File: src/rtl/inventory_scheduler_pkg.sv
// Shared types for the Gen2 inventory scheduler: command codes, FSM states, reply phase.
// No logic, no latency; types only.
package rfid_pkg;

  typedef enum logic [1:0] {
    CMD_NONE     = 2'd0,
    CMD_QUERY    = 2'd1,
    CMD_QUERYREP = 2'd2,
    CMD_ACK      = 2'd3
  } cmd_t;

  typedef enum logic [2:0] {
    ST_IDLE,
    ST_CMD,
    ST_TX,
    ST_T1,
    ST_RX,
    ST_T2,
    ST_DONE
  } state_t;

  typedef enum logic {
    PH_RN16,
    PH_EPC
  } phase_t;

  localparam int TIMER_W = 16;

  // Index of the final slot for exponent q; 16-bit so q=15 yields 32767 with no wrap.
  function automatic logic [15:0] last_slot(input logic [3:0] q);
    return (16'd1 << q) - 16'd1;
  endfunction

endpackage

File: src/rtl/inventory_scheduler_if.sv
// Command handshake and RX-chain control between the scheduler (master) and ctrl_fsm/RX (slave).
// Pure wiring; cmd_vld/cmd_rdy is a valid-ready handshake, the rest are pulses/levels.
interface inventory_scheduler_if;
  import rfid_pkg::*;

  logic cmd_vld;
  cmd_t cmd_type;
  logic cmd_rdy;
  logic tx_done;
  logic preamble_detected;
  logic frame_done;
  logic crc_ok;
  logic rx_en;
  logic rx_rst;

  modport master (
    output cmd_vld, cmd_type, rx_en, rx_rst,
    input  cmd_rdy, tx_done, preamble_detected, frame_done, crc_ok
  );

  modport slave (
    input  cmd_vld, cmd_type, rx_en, rx_rst,
    output cmd_rdy, tx_done, preamble_detected, frame_done, crc_ok
  );
endinterface

File: src/rtl/inventory_scheduler_timer.sv
// sched_timer: clearable up-counter shared by the T1/RX/T2 windows; hit flags cnt==limit while enabled.
// hit is combinational from the registered count; no backpressure.
module sched_timer #(
  parameter int W = 16
) (
  input  logic         clk,
  input  logic         rst,
  input  logic         clr,
  input  logic         en,
  input  logic [W-1:0] limit,
  output logic [W-1:0] cnt,
  output logic         hit
);

  always_ff @(posedge clk) begin
    if (rst || clr) cnt <= '0;
    else if (en)    cnt <= cnt + {{(W-1){1'b0}}, 1'b1};
  end

  assign hit = en && (cnt == limit);

endmodule

File: src/rtl/inventory_scheduler.sv
// Sequences one Gen2 inventory round (QUERY/QUERYREP/ACK) with T1/RX/T2 windows and tag/collision counts.
// Commands wait indefinitely on cmd_rdy; build with ACK_RETRY_EN to re-send ACK once per slot after an EPC failure.
module inventory_scheduler
  import rfid_pkg::*;
#(
  parameter int T1_MAX_CYCLES = 400,
  parameter int RX_MAX_CYCLES = 4000,
  parameter int T2_CYCLES     = 100,
  parameter int CNT_W         = 8
) (
  input  logic                  clk,
  input  logic                  rst,
  input  logic                  start,
  input  logic                  stop,
  input  logic [3:0]            q_init,
  inventory_scheduler_if.master bus,
  output logic                  busy,
  output logic                  round_done,
  output logic [15:0]           slot_idx,
  output logic [CNT_W-1:0]      tag_count,
  output logic [CNT_W-1:0]      coll_count
);

  localparam logic [TIMER_W-1:0] T1_LIM = TIMER_W'(T1_MAX_CYCLES - 1);
  localparam logic [TIMER_W-1:0] RX_LIM = TIMER_W'(RX_MAX_CYCLES - 1);
  localparam logic [TIMER_W-1:0] T2_LIM = TIMER_W'(T2_CYCLES - 1);
  localparam logic [CNT_W-1:0]   CNT_ONE = {{(CNT_W-1){1'b0}}, 1'b1};

  state_t state, state_nxt;
  phase_t phase;
  cmd_t   cmd_q;
  logic [3:0] q_lat;
  logic t2_ack;

  logic ld_start, ld_ack, ld_next, inc_tag, inc_coll, go_ack, go_next, epc_fail;
`ifdef ACK_RETRY_EN
  logic retry_used, set_retry;
`endif

  logic [TIMER_W-1:0] tmr_cnt, tmr_limit;
  logic tmr_hit, tmr_en, tmr_clr;

  always_comb begin
    unique case (state)
      ST_T1:   tmr_limit = T1_LIM;
      ST_RX:   tmr_limit = RX_LIM;
      default: tmr_limit = T2_LIM;
    endcase
  end

  assign tmr_en  = (state == ST_T1) || (state == ST_RX) || (state == ST_T2);
  assign tmr_clr = (state_nxt != state);

  sched_timer #(.W(TIMER_W)) u_timer (
    .clk   (clk),
    .rst   (rst),
    .clr   (tmr_clr),
    .en    (tmr_en),
    .limit (tmr_limit),
    .cnt   (tmr_cnt),
    .hit   (tmr_hit)
  );

  always_comb begin
    state_nxt = state;
    ld_start  = 1'b0;
    ld_ack    = 1'b0;
    ld_next   = 1'b0;
    inc_tag   = 1'b0;
    inc_coll  = 1'b0;
    go_ack    = 1'b0;
    go_next   = 1'b0;
    epc_fail  = 1'b0;
`ifdef ACK_RETRY_EN
    set_retry = 1'b0;
`endif
    if (stop) begin
      state_nxt = ST_IDLE;
    end else begin
      unique case (state)
        ST_IDLE: if (start) begin state_nxt = ST_CMD; ld_start = 1'b1; end
        ST_CMD:  if (bus.cmd_rdy) state_nxt = ST_TX;
        ST_TX:   if (bus.tx_done) state_nxt = ST_T1;
        ST_T1: begin
          if (bus.preamble_detected) state_nxt = ST_RX;
          else if (tmr_hit) begin state_nxt = ST_T2; go_next = 1'b1; end
        end
        ST_RX: begin
          if (bus.frame_done) begin
            state_nxt = ST_T2;
            if (phase == PH_RN16) begin go_ack = 1'b1; ld_ack = 1'b1; end
            else if (bus.crc_ok) begin inc_tag = 1'b1; go_next = 1'b1; end
            else epc_fail = 1'b1;
          end else if (tmr_hit) begin
            state_nxt = ST_T2;
            if (phase == PH_EPC) epc_fail = 1'b1;
            else begin inc_coll = 1'b1; go_next = 1'b1; end
          end
        end
        ST_T2: begin
          if (tmr_hit) begin
            if (t2_ack) state_nxt = ST_CMD;
            else if (slot_idx == last_slot(q_lat)) state_nxt = ST_DONE;
            else begin state_nxt = ST_CMD; ld_next = 1'b1; end
          end
        end
        ST_DONE: state_nxt = ST_IDLE;
        default: state_nxt = ST_IDLE;
      endcase
      // A failed EPC either earns one ACK retry for this slot or is counted as a collision.
      if (epc_fail) begin
`ifdef ACK_RETRY_EN
        if (!retry_used) begin go_ack = 1'b1; ld_ack = 1'b1; set_retry = 1'b1; end
        else begin inc_coll = 1'b1; go_next = 1'b1; end
`else
        inc_coll = 1'b1;
        go_next  = 1'b1;
`endif
      end
    end
  end

  always_ff @(posedge clk) begin
    if (rst) begin
      state      <= ST_IDLE;
      phase      <= PH_RN16;
      cmd_q      <= CMD_NONE;
      q_lat      <= 4'd0;
      t2_ack     <= 1'b0;
      slot_idx   <= 16'd0;
      tag_count  <= '0;
      coll_count <= '0;
`ifdef ACK_RETRY_EN
      retry_used <= 1'b0;
`endif
    end else begin
      state <= state_nxt;
      if (ld_start) begin
        q_lat      <= q_init;
        slot_idx   <= 16'd0;
        tag_count  <= '0;
        coll_count <= '0;
        phase      <= PH_RN16;
        cmd_q      <= CMD_QUERY;
      end
      if (ld_ack) begin
        phase <= PH_EPC;
        cmd_q <= CMD_ACK;
      end
      if (ld_next) begin
        slot_idx <= slot_idx + 16'd1;
        phase    <= PH_RN16;
        cmd_q    <= CMD_QUERYREP;
      end
      if (go_ack)  t2_ack <= 1'b1;
      if (go_next) t2_ack <= 1'b0;
      if (inc_tag && (tag_count != '1))   tag_count  <= tag_count + CNT_ONE;
      if (inc_coll && (coll_count != '1)) coll_count <= coll_count + CNT_ONE;
`ifdef ACK_RETRY_EN
      if (ld_start || ld_next) retry_used <= 1'b0;
      else if (set_retry)      retry_used <= 1'b1;
`endif
    end
  end

  assign bus.cmd_vld  = (state == ST_CMD);
  assign bus.cmd_type = (state == ST_CMD) ? cmd_q : CMD_NONE;
  assign bus.rx_en    = (state == ST_T1) || (state == ST_RX);
  assign bus.rx_rst   = rst || ((state == ST_TX) && bus.tx_done && !stop);
  assign busy         = (state != ST_IDLE);
  assign round_done   = (state == ST_DONE);

endmodule
File: src/flat_wrapper.sv
// flat-port wrapper written by rule: the top's interface ports become plain ports
module inventory_scheduler_flat import rfid_pkg::*;
#(
  parameter int T1_MAX_CYCLES = 400,
  parameter int RX_MAX_CYCLES = 4000,
  parameter int T2_CYCLES     = 100,
  parameter int CNT_W         = 8
)
  (clk, rst, start, stop, q_init, busy, round_done, slot_idx, tag_count, coll_count, bus_cmd_vld, bus_cmd_type, bus_rx_en, bus_rx_rst, bus_cmd_rdy, bus_tx_done, bus_preamble_detected, bus_frame_done, bus_crc_ok);
  inventory_scheduler_if bus_i ();
  input  logic clk;
  input  logic rst;
  input  logic start;
  input  logic stop;
  input  logic [3:0] q_init;
  output logic busy;
  output logic round_done;
  output logic [15:0] slot_idx;
  output logic [CNT_W-1:0] tag_count;
  output logic [CNT_W-1:0] coll_count;
  output wire logic [$bits(bus_i.cmd_vld)-1:0] bus_cmd_vld;
  output wire logic [$bits(bus_i.cmd_type)-1:0] bus_cmd_type;
  output wire logic [$bits(bus_i.rx_en)-1:0] bus_rx_en;
  output wire logic [$bits(bus_i.rx_rst)-1:0] bus_rx_rst;
  input wire logic [$bits(bus_i.cmd_rdy)-1:0] bus_cmd_rdy;
  input wire logic [$bits(bus_i.tx_done)-1:0] bus_tx_done;
  input wire logic [$bits(bus_i.preamble_detected)-1:0] bus_preamble_detected;
  input wire logic [$bits(bus_i.frame_done)-1:0] bus_frame_done;
  input wire logic [$bits(bus_i.crc_ok)-1:0] bus_crc_ok;
  assign bus_cmd_vld = bus_i.cmd_vld;
  assign bus_cmd_type = bus_i.cmd_type;
  assign bus_rx_en = bus_i.rx_en;
  assign bus_rx_rst = bus_i.rx_rst;
  assign bus_i.cmd_rdy = bus_cmd_rdy;
  assign bus_i.tx_done = bus_tx_done;
  assign bus_i.preamble_detected = bus_preamble_detected;
  assign bus_i.frame_done = bus_frame_done;
  assign bus_i.crc_ok = bus_crc_ok;
  inventory_scheduler #(.T1_MAX_CYCLES(T1_MAX_CYCLES), .RX_MAX_CYCLES(RX_MAX_CYCLES), .T2_CYCLES(T2_CYCLES), .CNT_W(CNT_W)) u_core (.clk(clk), .rst(rst), .start(start), .stop(stop), .q_init(q_init), .bus(bus_i), .busy(busy), .round_done(round_done), .slot_idx(slot_idx), .tag_count(tag_count), .coll_count(coll_count));
endmodule
File: config.mk
export PLATFORM = sky130hd
export DESIGN_NAME = inventory_scheduler_flat
export DESIGN_NICKNAME = d
export VERILOG_FILES = /design/src/rtl/inventory_scheduler_pkg.sv /design/src/rtl/inventory_scheduler_if.sv /design/src/rtl/inventory_scheduler_timer.sv /design/src/rtl/inventory_scheduler.sv /design/src/flat_wrapper.sv
export SDC_FILE = /design/constraint.sdc
export NUM_CORES = 1
export LEC_CHECK = 0
export CAP_MARGIN = 15
export CELL_PAD_IN_SITES_DETAIL_PLACEMENT = 1
export CELL_PAD_IN_SITES_GLOBAL_PLACEMENT = 2
export CORE_UTILIZATION = 33
export CTS_CLUSTER_SIZE = 16
export DETAILED_ROUTE_END_ITERATION = 8
export MAX_ROUTING_LAYER = met4
export PLACE_DENSITY = 0.78
export SKIP_CTS_REPAIR_TIMING = 1
export SLEW_MARGIN = 0
export SYNTH_ARGS = -nofsm -noshare
export SYNTH_HDL_FRONTEND = slang
export SYNTH_SLANG_ARGS = --single-unit
File: constraint.sdc
create_clock -name clk -period 4 [get_ports clk]
set_input_delay 0.4 -clock clk [delete_from_list [all_inputs] [get_ports clk]]
set_output_delay 0.4 -clock clk [all_outputs]
set_load 0.03 [all_outputs]
Word level (Yosys, flattened, before mapping)

Cells that the tools add are included.

Word-level logic and storage cells: 104
Flip-flop bits (word level): 59

Shift operators: 1
Equal/unequal tests: 11
$add $sub $neg: 5
Mux-type cells: 58
Reductions and logical operators: 19

Operator list:

| cell                    | number |
|---|---|
| $mux W1                 | 36 |
| $add A16 B1 Y16 const B | 2 |
| $eq A16 B16 Y1          | 2 |
| $mux W16                | 2 |
| $mux W3                 | 10 |
| $mux W8                 | 3 |
| $pmux W12 S2            | 1 |
| $pmux W3 S6             | 1 |
| $add A8 B1 Y8 const B   | 2 |
| $ne A8 B8 Y1 const B    | 2 |
| $shl A1 B4 Y16 const A  | 1 |
| $sub A16 B1 Y16 const B | 1 |
| $eq A3 B3 Y1 const B    | 3 |
| $mux W2                 | 4 |
| $reduce_bool A2 Y1      | 4 |
| $eq A3 B2 Y1 const B    | 2 |
| $reduce_bool A3 Y1      | 2 |
| $logic_and A1 B1 Y1     | 5 |
| $logic_or A1 B1 Y1      | 4 |
| $reduce_or A2 Y1        | 2 |
| $eq A3 B1 Y1 const B    | 1 |
| $logic_not A3 Y1        | 1 |
| $ne A3 B3 Y1            | 1 |
| $pmux W1 S2             | 1 |
| $logic_not A1 Y1        | 1 |

Longest topological paths before layout

Word-level depth: 12
Depth in mapped cells: 14

Hierarchy

Synthesis repeated with hierarchy kept, for this count alone.

Cells, all modules: 512
Area, all modules: 4001.3 µm²

Modules (own cells, without submodules):

| module              | area each (µm²) | seq. area each (µm²) | instances | cells an instance |
|---|---|---|---|---|
| inventory_scheduler | 3037.9          | 860.8                | 1         | 408 |
| sched_timer         | 963.4           | 320.3                | 1         | 104 |

Worst setup path after synthesis

No wires, ideal clock.

Path type: register to register
Start: register u_core.q_lat[1]
End: register u_core.slot_idx[9]
Data required time: 3.880 ns
Path slack: 0.692 ns
Cell stages (with the launch flop): 15
Arrival time: 3.189 ns
Clock period less this slack: 3.308 ns
Path buffers: 4
Path through: dfxtp_1 -> buf_6 -> nor4_1 -> inv_1 -> ha_1 -> buf_2 -> nor4b_1 -> a221oi_2 -> xnor2_1 -> or4_1 -> o41ai_2 -> buf_6 -> buf_12 -> nor4b_1 -> a211o_1

Longest elaborated chain between the ends: 9
Elaborated cells on any way between the ends: 10
Those cells by class: add/sub (1); eq/ne (1); shift (1); mux (6); reduce/logical (1)

RTL lines:

| what                                                  | line                          | RTL |
|---|---|---|
| from (decl)                                           | inventory_scheduler.sv:32     | `logic [3:0] q_lat;` |
| from (signal assigned)                                | inventory_scheduler.sv:139    | `q_lat <= q_init;` |
| $shl A1 B4 Y16 (*)                                    | inventory_scheduler_pkg.sv:31 | `return (16'd1 << q) - 16'd1;` |
| $sub A16 B1 Y16 (*)                                   | inventory_scheduler_pkg.sv:31 |  |
| $eq A16 B16 Y1 (*)                                    | inventory_scheduler.sv:103    | `else if (slot_idx == last_slot(q_lat)) state_nxt = ST_DONE;` |
| $mux W1 (*)                                           | inventory_scheduler.sv:103    |  |
| $mux W1 (*)                                           | inventory_scheduler.sv:102    | `if (t2_ack) state_nxt = ST_CMD;` |
| $mux W1 (*)                                           | inventory_scheduler.sv:101    | `if (tmr_hit) begin` |
| $mux W1 (*)                                           | inventory_scheduler.sv:80     | `unique case (state)` |
| $mux W1 (*)                                           | inventory_scheduler.sv:77     | `if (stop) begin` |
| $mux W16 / $reduce_bool A2 Y1 (equally long branches) | --                            |  |
| to (signal assigned)                                  | inventory_scheduler.sv:151    | `slot_idx <= slot_idx + 16'd1;` |
| to (decl)                                             | inventory_scheduler.sv:19     | `output logic [15:0] slot_idx,` |

Every way passes the cells marked *; elsewhere a longest branch is shown, timed or not.
A chain may end at the register's enable or synchronous reset.

Worst setup path after layout

Start: register u_core.q_lat[3]
End: register u_core.slot_idx[10]

Same word-level chain as after synthesis.

==> summary.md <==
| Metric | Value |
|---|---|
| Worst max-slew margin expressed relative to the limit | a little over two fifths |
| Worst Tran Pin Value | between 0.8 and 0.9 ns |
| Final instance area | approximately 0.0049 sq mm |
| Power density over cell area | 328 mW/mm^2 |
| Top cells by area in the synthesized netlist | sky130_fd_sc_hd__dfxtp_1 (29%), sky130_fd_sc_hd__nor2_1 (5.2%), sky130_fd_sc_hd__nand2_1 (5.0%) |
| Footprint of the flip-flops and latches | 0.00118 sq mm |
| Portion of total power attributed to sequential cells | between 30% and 40% |
| Family of cells with the greatest summed delay on the critical path | simple AND/OR/NAND/NOR gates |
| Number of distinct library cells after synthesis | 72 |
| Diode insertion count for antenna repair | 0 |
| Peak supply drop | 0.000180 V |
| Detail Placement HPWL | slightly below 9 mm |
| Hold Violations, Final | 0 |
| Number of flops mapped to enable cells by yosys | 0 |
| Post-Synthesis Net Count | between 500 and 600 |
| Count of pins over their slew limit | 0 |
| CTS Root Buffer Type | sky130_fd_sc_hd__clkbuf_16 |
| Share of the synthesized area in the top cell type | 29.3% |
| Number of search-and-repair iterations in the first detailed-routing pass | 4 |
| Starting DRC count in detailed routing | 195 |
| Final design utilization | 42.3% |
| Total clock buffers created by CTS | 9 |
| Worst-case hold slack | a little under 0.5 ns |
| Data arrival time of the critical path | just under 4 ns |
| Wire length of the first global-routing pass | between 20 and 25 mm |
| Total clock sinks | between 50 and 60 |
| Total power draw | around 1.6 mW |
| H-tree levels | 3 |
| Relative area change from synthesis to final layout | 22.5% |
| Number of placement rows | 39 |
| Period utilization | 92.2% |
| I/O Pins | 52 |
| Setup TNS | 0 ns |
| Comb pwr share | around a tenth |
| Number of filler cells placed in the layout | ~1.5k |
| Synth area leader | sky130_fd_sc_hd__dfxtp_1 |
| Total internal power | about 1.2 mW |
| TritonCTS clock tree | done |
| Register area share after synthesis | around 29% |
| Clock tree skew after final layout | 0.00648 ns |
| Layout net count | around 580 |
| Startpoint class of the critical path | register |
| Clock transition at the registers of the reported paths | 0.05 ns |
| Routed length per placed instance | 17.1 um |
| Antenna violations before repair | 0 |
| Number of warnings reported in the yosys synthesis log | 0 |
| Post-synthesis cell area | between 0.004 and 0.005 sq mm |
| Die span in x | ~110 um |
| Total net switching power | ~0.38 mW |
| Switching fraction of total power | between 20% and 30% |
| Placed insts | around 690 |
| Largest net degree at the start of global routing | 50 |
| Final ANT Viol Nets | 0 |
| Core Footprint | ~0.012 sq mm |
| Routed wire length | between 10 and 15 mm |
| Crit-path cells | nor4_1 > inv_1 > ha_1 > nor2b_1 > o31a_1 > nor2_1 > or4b_1 > o41ai_4 > buf_4 > and2_1 > a211o_1 |
| Min-Delay Path Class | register to register |
| Largest fanout on the critical path | 26 |
| Unrepaired setup endpoints after global routing | false |
| Final setup slack of the worst path | 0.313 ns |
| Register bit count reported by yosys | just under 60 |
| Achievable frequency | about 270 MHz |
| Detailed-route vias per instance | approximately 5.7 |
| Count of vias placed by the detailed router | 4,054 |
| Syn_area_per_cell | just under 8 sq um |
| Share of flip-flops with an asynchronous set or reset | 0% |
| Gate count of the mapped netlist | around 520 |
| Worst setup timing slack at the placement stage | between 0.3 and 0.4 ns |
| Critical path endpoint category | register |
| Placed Area | around 0.0046 sq mm |
| Total Die Area | 0.0127 sq mm |
| Post-route DRC | 0 |
| Clk pwr share | around 53% |
| Clock insertion delay at the later pin of the skew report | 0.33 ns |
| Grt ovf | 0 |
| Initial cell density of the core | 34.5% |
| Crit path buf inv count | 2 |
| Largest stage delay, worst path | 0.50 ns |
| Standby leakage power | ~1.8 nW |
| Tmin final | around 3.7 ns |
| Vias in the first global route | 4,166 |
| Weighted congestion reported at the end of routability-driven placement | around 0.88 |
| Post-route non-filler standard cell count | 709 |
| Worst EP required | 4.27 ns |
| Count of port buffers added during placement | 51 |
| Largest buffer count on any clock path | 2 |
| Library cell contributing the largest single delay on the critical path | sky130_fd_sc_hd__or4b_1 |
| Number of maximum-capacitance constraint violations | 0 |
| Startpoint-to-endpoint class of the critical path | register to register |
| Fraction of final layout cells sized beyond drive strength 1 | 9.01% |
| Total global routing track utilization | roughly a fifth |
| Synth Flop Type | sky130_fd_sc_hd__dfxtp_1 |
| Die Span Y | between 100 and 150 um |
| Final count of negative-setup-slack endpoints | 0 |
| Area of the multi-input gates | about 0.0026 sq mm |
| Status | finished clean |
==> power groups by stage <==
stage	clock [mW]	combinational [mW]	sequential (mW)
floorplan	0	0.124	0.606
global placement	0	0.169	0.607
detailed placement	0	0.173	0.607
CTS	0.873	0.173	0.595
global route	0.899	0.191	0.595
finish	0.852	0.172	0.595
==> cells in the mapped netlist (4+ instances only) <==
cell                       count
sky130_fd_sc_hd__dfxtp_1      59
sky130_fd_sc_hd__o21ai_0      21
sky130_fd_sc_hd__and2_1        6
sky130_fd_sc_hd__nor2_1       56
sky130_fd_sc_hd__clkbuf_1     17
sky130_fd_sc_hd__or3_1         9
sky130_fd_sc_hd__nand2_1      54
sky130_fd_sc_hd__or2_2         6
sky130_fd_sc_hd__a21o_1        6
sky130_fd_sc_hd__mux2_2        5
sky130_fd_sc_hd__a21oi_1      34
sky130_fd_sc_hd__buf_1         4
sky130_fd_sc_hd__xnor2_1      13
sky130_fd_sc_hd__or4_1         4
sky130_fd_sc_hd__a211o_1       6
sky130_fd_sc_hd__xor2_1       10
sky130_fd_sc_hd__buf_2         7
sky130_fd_sc_hd__nor3_1       16
sky130_fd_sc_hd__nand2b_1      6
sky130_fd_sc_hd__nand3_1      23
sky130_fd_sc_hd__inv_1        11
sky130_fd_sc_hd__nor4_1        8
sky130_fd_sc_hd__a31oi_1       7
sky130_fd_sc_hd__nand3b_1      5
sky130_fd_sc_hd__and3_1       18
sky130_fd_sc_hd__nor4b_1      12
sky130_fd_sc_hd__buf_6         5
sky130_fd_sc_hd__nand4_1       7
sky130_fd_sc_hd__nor2b_1       7
sky130_fd_sc_hd__or3b_2        4
sky130_fd_sc_hd__ha_1          5
sky130_fd_sc_hd__nor3b_1       5
sky130_fd_sc_hd__a211oi_1      4
==> cell type report <==
type / instances / area share, %
clock buffers: 12 / 5.20
inverters: 11 / 0.837
repair buffers: 65 / 12.4
flip-flops and latches: 59 / 23.9
well taps: 143 / 3.63
clock inverters: 4 / 1.47
multi-input cells: 415 / 52.5
==> layout by cell type (no fill, tap or decap), types with 4 or more instances in the layout <==
cell type / synthesis / routed
sky130_fd_sc_hd__nor3b_1: 5 / 5
sky130_fd_sc_hd__nor4_1: 8 / 8
sky130_fd_sc_hd__or3b_2: 4 / 4
sky130_fd_sc_hd__nand3b_1: 5 / 5
sky130_fd_sc_hd__nor2_1: 56 / 56
sky130_fd_sc_hd__or3_1: 9 / 9
sky130_fd_sc_hd__clkbuf_16: 0 / 9
sky130_fd_sc_hd__or2_2: 6 / 6
sky130_fd_sc_hd__a21o_1: 6 / 6
sky130_fd_sc_hd__or4_1: 4 / 4
sky130_fd_sc_hd__mux2_2: 5 / 5
sky130_fd_sc_hd__xor2_1: 10 / 10
sky130_fd_sc_hd__buf_4: 2 / 14
sky130_fd_sc_hd__and3_1: 18 / 18
sky130_fd_sc_hd__nor3_1: 16 / 16
sky130_fd_sc_hd__a211o_1: 6 / 6
sky130_fd_sc_hd__dfxtp_1: 59 / 59
sky130_fd_sc_hd__nand4_1: 7 / 7
sky130_fd_sc_hd__and2_1: 6 / 6
sky130_fd_sc_hd__nor2b_1: 7 / 7
sky130_fd_sc_hd__o21ai_0: 21 / 21
sky130_fd_sc_hd__a211oi_1: 4 / 4
sky130_fd_sc_hd__nor4b_1: 12 / 12
sky130_fd_sc_hd__nand2_1: 54 / 54
sky130_fd_sc_hd__nand3_1: 23 / 23
sky130_fd_sc_hd__xnor2_1: 13 / 13
sky130_fd_sc_hd__a31oi_1: 7 / 7
sky130_fd_sc_hd__a21oi_1: 34 / 34
sky130_fd_sc_hd__ha_1: 5 / 5
sky130_fd_sc_hd__clkdlybuf4s50_1: 0 / 50
sky130_fd_sc_hd__nand2b_1: 6 / 6
sky130_fd_sc_hd__inv_1: 11 / 11
==> tightest hold or removal path, delay by kind of cell, from the launching register on <==
family | cells | cell delay, ns
AOI/OAI and AO/OA | 1 | 0.05
and+or+nand+nor | 1 | 0.07
DFF | 1 | 0.32
==> cells by family (layout without fill, tap and decap cells) <==
kind of cell | after synthesis | in the layout | synth area share (%)
AOI/OAI and AO/OA | 120 | 120 | 20.7
xor gates and xnor gates | 23 | 23 | 5.00
muxes | 7 | 7 | 2.20
DFF | 59 | 59 | 29.3
adders and majority gates | 5 | 5 | 1.55
and+or+nand+nor | 260 | 260 | 34.6
buffers and inverters | 48 | 92 | 6.61
==> routing by layer <==
layer / vias up / GRT usage [%] / part of all wire, %
met5: - / - / 0
met4: 0 / 5.60 / 1.3
li1: 1985 / - / -
met2: 58 / 32.9 / 46
met1: 1997 / 27.7 / 50
met3: 14 / 3.56 / 2.5
==> final timing paths <==
path	from	slack, ns	cells after the start	end
worst max-delay path	u_core.q_lat[3]	0.31	11	u_core.slot_idx[10]
worst max register to register	u_core.q_lat[3]	0.31	11	u_core.slot_idx[10]
worst min-delay path	u_core.u_timer.cnt[1]	0.49	2	u_core.u_timer.cnt[1]
worst min register to register	u_core.u_timer.cnt[1]	0.49	2	u_core.u_timer.cnt[1]
==> registers in the layout (all words and copies together) (netlist names) <==
name,count
u_core.t2_ack,1
u_core.coll_count,8
u_core.slot_idx,16
u_core.cmd_q,2
u_core.u_timer.cnt,16
u_core.state,3
u_core.phase,1
u_core.q_lat,4
u_core.tag_count,8
No activity file was read; power rests on OpenSTA's default activity.
